### src/rtl/scan_mux.sv
// scan_mux: registered channel mux with manual select and masked auto-scan; optional out_par when SCAN_MUX_PARITY_EN is defined
module scan_mux #(
  parameter int WIDTH = 8,
  parameter int CH = 16,
  parameter int SELW = 4
) (
  input  logic                clk,
  input  logic                rst,
  input  logic [CH*WIDTH-1:0] in,
  input  logic [SELW-1:0]     sel,
  input  logic                mode,
  input  logic [CH-1:0]       mask,
  input  logic                run,
  input  logic                ready,
  output logic [WIDTH-1:0]    out,
  output logic [SELW-1:0]     out_ch,
  output logic                valid,
  output logic                err,
`ifdef SCAN_MUX_PARITY_EN
  output logic                out_par,
`endif
  output logic                scan_done
);
  logic [SELW-1:0] ptr, cap, nptr, ch;
  logic [WIDTH-1:0] data;
  logic ld, bad, wrap;
  function automatic logic [SELW-1:0] next_en(input int start, input logic [CH-1:0] m);
    logic [CH-1:0] r;
    next_en = '0;
    for (int i = CH - 1; i >= 0; i--) begin
      r = m >> ((start + i) % CH);
      if (r[0]) next_en = SELW'((start + i) % CH);
    end
  endfunction
  // channel choice, load condition and captured data
  always_comb begin
    cap = next_en(int'(ptr), mask);
    nptr = next_en(int'(cap) + 1, mask);
    wrap = nptr <= cap;
    ch = mode ? cap : sel;
    bad = !mode && int'(sel) >= CH;
    ld = run && (!valid || ready) && (!mode || |mask);
    data = bad ? '0 : WIDTH'(in >> (int'(ch) * WIDTH));
  end
  // sample register, handshake and pulse outputs
  always_ff @(posedge clk) begin
    if (rst) begin
      out <= '0;
      out_ch <= '0;
      valid <= 1'b0;
      err <= 1'b0;
      scan_done <= 1'b0;
      ptr <= '0;
    end else begin
      if (ld) begin
        out <= data;
        out_ch <= ch;
        if (mode) ptr <= nptr;
      end
      valid <= ld || (valid && !ready);
      err <= ld && bad;
      scan_done <= ld && mode && wrap;
    end
  end
`ifdef SCAN_MUX_PARITY_EN
  // parity bit registered alongside out
  always_ff @(posedge clk) begin
    if (rst) out_par <= 1'b0;
    else if (ld) out_par <= ^data;
  end
`endif
endmodule

### config.mk
export PLATFORM = sky130hd
export DESIGN_NAME = scan_mux
export DESIGN_NICKNAME = d
export VERILOG_FILES = /design/src/rtl/scan_mux.sv
export SDC_FILE = /design/constraint.sdc
export NUM_CORES = 1
export LEC_CHECK = 0
export ABC_CLOCK_PERIOD_IN_PS = 11750
export CAP_MARGIN = 40
export CORE_MARGIN = 5
export CORE_UTILIZATION = 35
export CTS_CLUSTER_DIAMETER = 100
export DETAILED_ROUTE_END_ITERATION = 10
export HOLD_SLACK_MARGIN = 0.1
export PLACE_DENSITY = 0.66
export SKIP_LAST_GASP = 1
export SYNTH_ARGS = -nofsm -noshare
export SYNTH_HDL_FRONTEND = slang
export SYNTH_SLANG_ARGS = --single-unit
export TNS_END_PERCENT = 20
### constraint.sdc
create_clock -name clk -period 11.75 [get_ports clk]
set_input_delay 1.7625 -clock clk [delete_from_list [all_inputs] [get_ports clk]]
set_output_delay 1.7625 -clock clk [all_outputs]
set_load 0.02 [all_outputs]
==> qor.yml, run 1 <==
clock_tree:
  cts_buffers: 3
  clkTransAtPathRegs_ps: 50
  cts_tree: "built"
  post-cts-setup-buffers: 0
  cts_num_sinks: 18
  cts_hold_buf: 0
  h-tree-depth: 1
  cts_buffer_depth: 2
  insertion_delay_ps: 250
  cts_resized: 0
  cts_root_buf: "clkbuf_16"
setup_path:
  critPathKind: "input pin to flop"
  crit_required_ps: 11910
  worstPathMaxFanout: 28
  startpoint_type: "input pin"
  cp_common_cell: "o21ai_0"
  worstReg2RegStart: "ptr[1]$_SDFFE_PP0P_"
  worstPathArrival_ps: 10710
  cp_top_family: "compound AO/OA/AOI/OAI gates"
  crit_slowest_cell: "clkdlybuf4s50_1"
  slowest_delay_ps: 830
  cp_num_buf_inv: 3
  cp-end-kind: "flop"
  cp-startpoint: "mask[9]"
yosys:
  synthTopCellsByArea: "mux4_2 (7.6%), nand2_1 (6.8%), mux2i_1 (6.7%)"
  syn-instance-count: 1109
  synth_edf_count: 0
  ys_warn_count: 0
  yosysMostFrequentCell: "nand2_1"
  syn_area_per_cell_um2: 7.22
  ys_ff_latch: 18
  synthTopCellsByCount: "nand2_1 (145), nor2_1 (87), a21oi_1 (66)"
  ys_types: 108
  synth_seq_area_share_pct: 4.50
  yosys.area.top_type_share_pct: 7.59
  synthFlopType: "dfxtp_1"
  synth_nets: 1280
  async_flop_share_pct: 0
  synth_top_area_cell: "mux4_2"
  synthesis.area_um2: 8010
timing:
  tns_ps: 0
  max-slew-margin-rel_pct: 41.9
  hold_violations: 0
  max_freq_mhz: 94.8
  finClkSkew_ps: 1.95
  worst_pin_slew_ps: 870
  setup-violations-final: 0
  post-route-min-period_ps: 10540
  finalCritPeriodShare_pct: 89.7
  slew_viol_final: 0
  grt_setup_unrepaired: "false"
finish:
  synthToLayoutAreaGrowth_pct: 23.4
  post-route-util_pct: 43.8
  diodes: 0
  nets: 1380
  drive_above_1_share_pct: 11.1
grt:
  grt_max_degree: 66
  grt_pass1_wl_mm: 51.9
  grt_overflow_total: 0
  grt_pass1_vias: 9139
  grt.total_usage_pct: 24.5
  antenna_found_initial: 0
job:
  cap_violations: 0
route:
  drtIter0Drc: 1058
  wl_per_cell_um: 22.9
  drc_errors: 0
  drtPass1Iterations: 9
  vias: 9794
  ant_nets: 0
  routed_wl_mm: 34.1
  via_per_inst: 6.56
die:
  start_util_pct: 35.5
  row_count: 55
  die_h_um: 161
  dieArea_um2: 26000
  io_pins: 168
  coreArea_um2: 22600
  dieWidth_um: 161
status:
  status: "finished clean"
place:
  io_buffers: 166
  gp_congestion: 1.00
  place_hpwl_mm: 26.5
hold_path:
  hp-start: "out[3]$_SDFFE_PP0P_"
  hold_class: "flop to flop"
## layout by cell type, fill, tap and decap left out, types with 7 or more instances in the layout
master,count
a221oi_1,11
o21ai_1,8
a31oi_1,34
a21oi_1,63
mux2i_1,54
nand4_1,9
o21ai_0,42
and2_1,39
nand2_1,145
a2111oi_0,7
a311oi_1,21
nor4_1,7
mux2_2,19
clkdlybuf4s50_1,166
nand2b_1,10
o2111ai_1,12
mux4_1,8
dfxtp_1,17
nor3_1,23
o22ai_1,13
inv_1,27
ha_1,18
o211ai_1,13
nand3_1,44
a211oi_1,60
xnor2_1,15
and3_1,8
o21a_1,9
nor2_1,87
buf_4,25
mux4_2,27
## cell families (layout without fill, tap and decap cells)
family / after synthesis / count (layout) / share of synthesized area (%)
AO/OA/AOI/OAI: 396 / 396 / 37.1
AND/OR/NAND/NOR: 413 / 413 / 24.8
other: 1 / 1 / 0.0468
multiplexers: 113 / 113 / 20.7
XOR/XNOR: 21 / 21 / 2.58
buffers and inverters: 129 / 228 / 7.39
flip-flops: 18 / 18 / 4.50
adder cells (fa/ha/maj): 18 / 18 / 2.81
## area by class of cell
| type | instances | area (µm²) |
|---|---|---|
| Fill cell | 2363 | 12700 |
| Clock buffer | 4 | 88.8 |
| Multi-Input combinational cell | 962 | 7100 |
| Sequential cell | 18 | 362 |
| Timing Repair Buffer | 193 | 1870 |
| Inverter | 31 | 116 |
| Tap cell | 285 | 357 |
## registers in the layout, indices dropped and copies added (netlist names)
signal	flops
out	8
out_ch	4
ptr	4
scan_done	1
valid	1
## per-stage QoR
step	hold slack (ps)	instances	worst slack (ps)	cell area, µm²
global placement	468	1487	1380	9780
floorplan	569	1109	2760	8010
detailed placement	478	1489	1220	9800
CTS	491	1493	1450	9890
global route	509	1493	610	9890
finish	488	1493	1210	9890
## final timing paths
kind / to / slack, ps / depth (start not counted)
max: scan_done$_SDFF_PP0_ / 1210 / 32
min: out[3]$_SDFFE_PP0P_ / 490 / 2
max reg2reg: scan_done$_SDFF_PP0_ / 1510 / 35
min reg2reg: out[3]$_SDFFE_PP0P_ / 490 / 2
## layer usage
metal | GRT usage, % | routed length (µm) | vias to the layer above
li1 | - | - | 4518
met1 | 30.3 | 13100 | 4546
met2 | 41.3 | 15800 | 626
met3 | 5.26 | 3460 | 104
met4 | 10.6 | 1710 | 0
met5 | 0 | 0 | -
## tightest hold or removal path, stage by stage (launching register included)
cell	delay, ps
dfxtp_1	320
a21oi_1	60
nor2_1	70
Power of run 1 is left out: the tool's default activity adds up to more than one toggle a clock period on the data nets, which glitch-free logic cannot reach.
==> run 2, diff against run 1 <==
Settings changed: CORE_ASPECT_RATIO set to 1.25, CTS_CLUSTER_SIZE set to 30, PLACE_DENSITY 0.66 to 0.62.
==> run 2 against run 1 <==
Against the previous run: via count is 1.2% higher; register-to-register slack worse by 30 ps; critical path depth stayed put; global-route usage is 0.93 points higher; die area hardly changed; first-iteration DRC count is 0.76% higher; routed wire length is 4.0% higher; cell area is 0.19% higher; final cell count is 0.47% higher; worst hold slack better by 2.9 ps; critical endpoint unchanged; highest routed layer is now met5.
==> qor.yml, run 2 (synthesis results as in run 1) <==
place:
  dpl_cell_area_um2: 9810  # was 9800 µm²
  dp_cells: 1493  # was 1,489
  gp_congestion: 0.965  # was 1.00
  io_buffers: 166  # unchanged
  place_hpwl_mm: 27.0  # was 26.5 mm
finish:
  layout_commonest_cell: "clkdlybuf4s50_1"  # unchanged
  nets: 1381  # was 1,380
  layout_common_cells: "clkdlybuf4s50_1 (166), nand2_1 (145), nor2_1 (87)"  # unchanged
  synthToLayoutAreaGrowth_pct: 23.7  # was 23.4%
  fin_cells: 1500  # was 1,493
  largest_register_ffs: 8  # unchanged
  reg_top3: "out (8), out_ch (4), ptr (4)"  # unchanged
  n_fill_cell: 2355  # was 2,363
  drive_above_1_share_pct: 11.2  # was 11.1%
  design_area_um2: 9910  # was 9890 µm²
  top_register: "out"  # unchanged
die:
  dieWidth_um: 145  # was 161 µm
  start_util_pct: 35.1  # was 35.5%
  row_count: 62  # was 55
  io_pins: 168  # unchanged
  coreArea_um2: 22800  # was 22,600 µm²
  die_h_um: 179  # was 161 µm
  dieArea_um2: 26000  # about the same
grt:
  antenna_found_initial: 4  # was 0
  grt.total_usage_pct: 25.5  # was 24.5%
  grt_max_degree: 66  # unchanged
  grt_pass1_vias: 9445  # was 9,139
  grt_overflow_total: 0  # unchanged
  grt_pass1_wl_mm: 53.6  # was 51.9 mm
setup_path:
  reg2regPathDepth: 35  # unchanged
  slowest_delay_ps: 920  # was 830 ps
  worstPathArrival_ps: 10800  # was 10,710 ps
  critPathKind: "input pin to flop"  # unchanged
  worstReg2RegStart: "ptr[1]$_SDFFE_PP0P_"  # unchanged
  rrSetupSlack_ps: 1480  # was 1510 ps
  startpoint_type: "input pin"  # unchanged
  r2r_end: "scan_done$_SDFF_PP0_"  # unchanged
  crit_required_ps: 11920  # was 11,910 ps
  cp-end-kind: "flop"  # unchanged
  crit_slowest_cell: "clkdlybuf4s50_1"  # unchanged
  worstPathMaxFanout: 16  # was 28
job:
  cap_violations: 0  # unchanged
status:
  status: "finished clean"  # unchanged
timing:
  hold_violations: 0  # unchanged
  post-route-min-period_ps: 10630  # was 10,540 ps
  slew_viol_final: 0  # unchanged
  max_freq_mhz: 94.1  # was 94.8 MHz
  finClkSkew_ps: 3.88  # was 1.95 ps
  setup-violations-final: 0  # unchanged
  max-slew-margin-rel_pct: 43.2  # was 41.9%
  grt_setup_unrepaired: "false"  # unchanged
  tns_ps: 0  # unchanged
  finalCritPeriodShare_pct: 90.5  # was 89.7%
  worst_pin_slew_ps: 846  # was 870 ps
  holdWs_ps: 491  # was 488 ps
clock_tree:
  cts_root_buf: "clkbuf_16"  # unchanged
  h-tree-depth: 1  # unchanged
  cts_hold_buf: 0  # unchanged
  cts_resized: 0  # unchanged
  post-cts-setup-buffers: 0  # unchanged
  cts_num_sinks: 18  # unchanged
  cts_buffer_depth: 2  # unchanged
  cts_tree: "built"  # unchanged
  insertion_delay_ps: 250  # about the same
  cts_buffers: 3  # unchanged
  clkTransAtPathRegs_ps: 60  # was 50 ps
route:
  via_per_inst: 6.61  # was 6.56
  drc_errors: 0  # unchanged
  wl_per_cell_um: 23.7  # was 22.9 µm
  vias: 9912  # was 9,794
  drtIter0Drc: 1066  # was 1,058
  drtPass1Iterations: 6  # was 9
  routed_wl_mm: 35.5  # was 34.1 mm
  ant_nets: 0  # unchanged
hold_path:
  hp-start: "out_ch[1]$_SDFFE_PP0P_"  # was out[3]$_SDFFE_PP0P_
  hold_class: "flop to flop"  # unchanged
  holdPathStages: 2  # unchanged
  hold_path_end: "out_ch[1]$_SDFFE_PP0P_"  # was out[3]$_SDFFE_PP0P_
run 2: cell types whose count changed in the layout (fill, tap and decap cells not counted), sizes merged:
cell   delta
diode     +3
buf       +1
run 2: cell type report:
class | count | area (µm²) | area share (%)
multi-input combinational | 962 | 7100 | 71.6
tap | 288 | 360 | 3.64
clock buffer | 4 | 88.8 | 0.897
timing repair buffer | 194 | 1880 | 18.9
sequential | 18 | 362 | 3.65
antenna | 3 | 7.51 | 0.0758
inverter | 31 | 116 | 1.17
run 2: how the worst max path moves through the flow:
stage                         from                    to  slack, ps  depth (start not counted)
after floorplan            mask[4]  scan_done$_SDFF_PP0_       2760                         36
after CTS                  mask[9]  scan_done$_SDFF_PP0_       1410                         32
after global routing      mask[11]  scan_done$_SDFF_PP0_        600                         32
final                      mask[9]  scan_done$_SDFF_PP0_       1120                         32
after detailed placement   mask[9]  scan_done$_SDFF_PP0_       1190                         33
after global placement     mask[9]  scan_done$_SDFF_PP0_       1260                         33
run 2: routing by layer:
metal | vias up | wire length (µm) | global-route usage (%)
li1 | 4531 | - | -
met1 | 4678 | 13400 | 29.3
met2 | 549 | 17200 | 45.8
met3 | 152 | 2550 | 2.96
met4 | 2 | 2360 | 14.3
met5 | - | 13 | 0
run 2: worst max-delay path, delay by kind of cell:
family                     cells  cell delay, ps
muxes                          2             710
adders and majority gates      2             800
and+or+nand+nor                9            2420
AOI/OAI and AO/OA             16            3540
buffers and inverters          3            1550
run 2: stage by stage:
step                utilization [%]  setup slack (ps)
finish                         43.4              1120
global route                   43.4               599
CTS                            43.4              1410
detailed placement             43.0              1190
global placement               42.9              1260
floorplan                         -              2760
Power of run 2 is left out for the same reason.
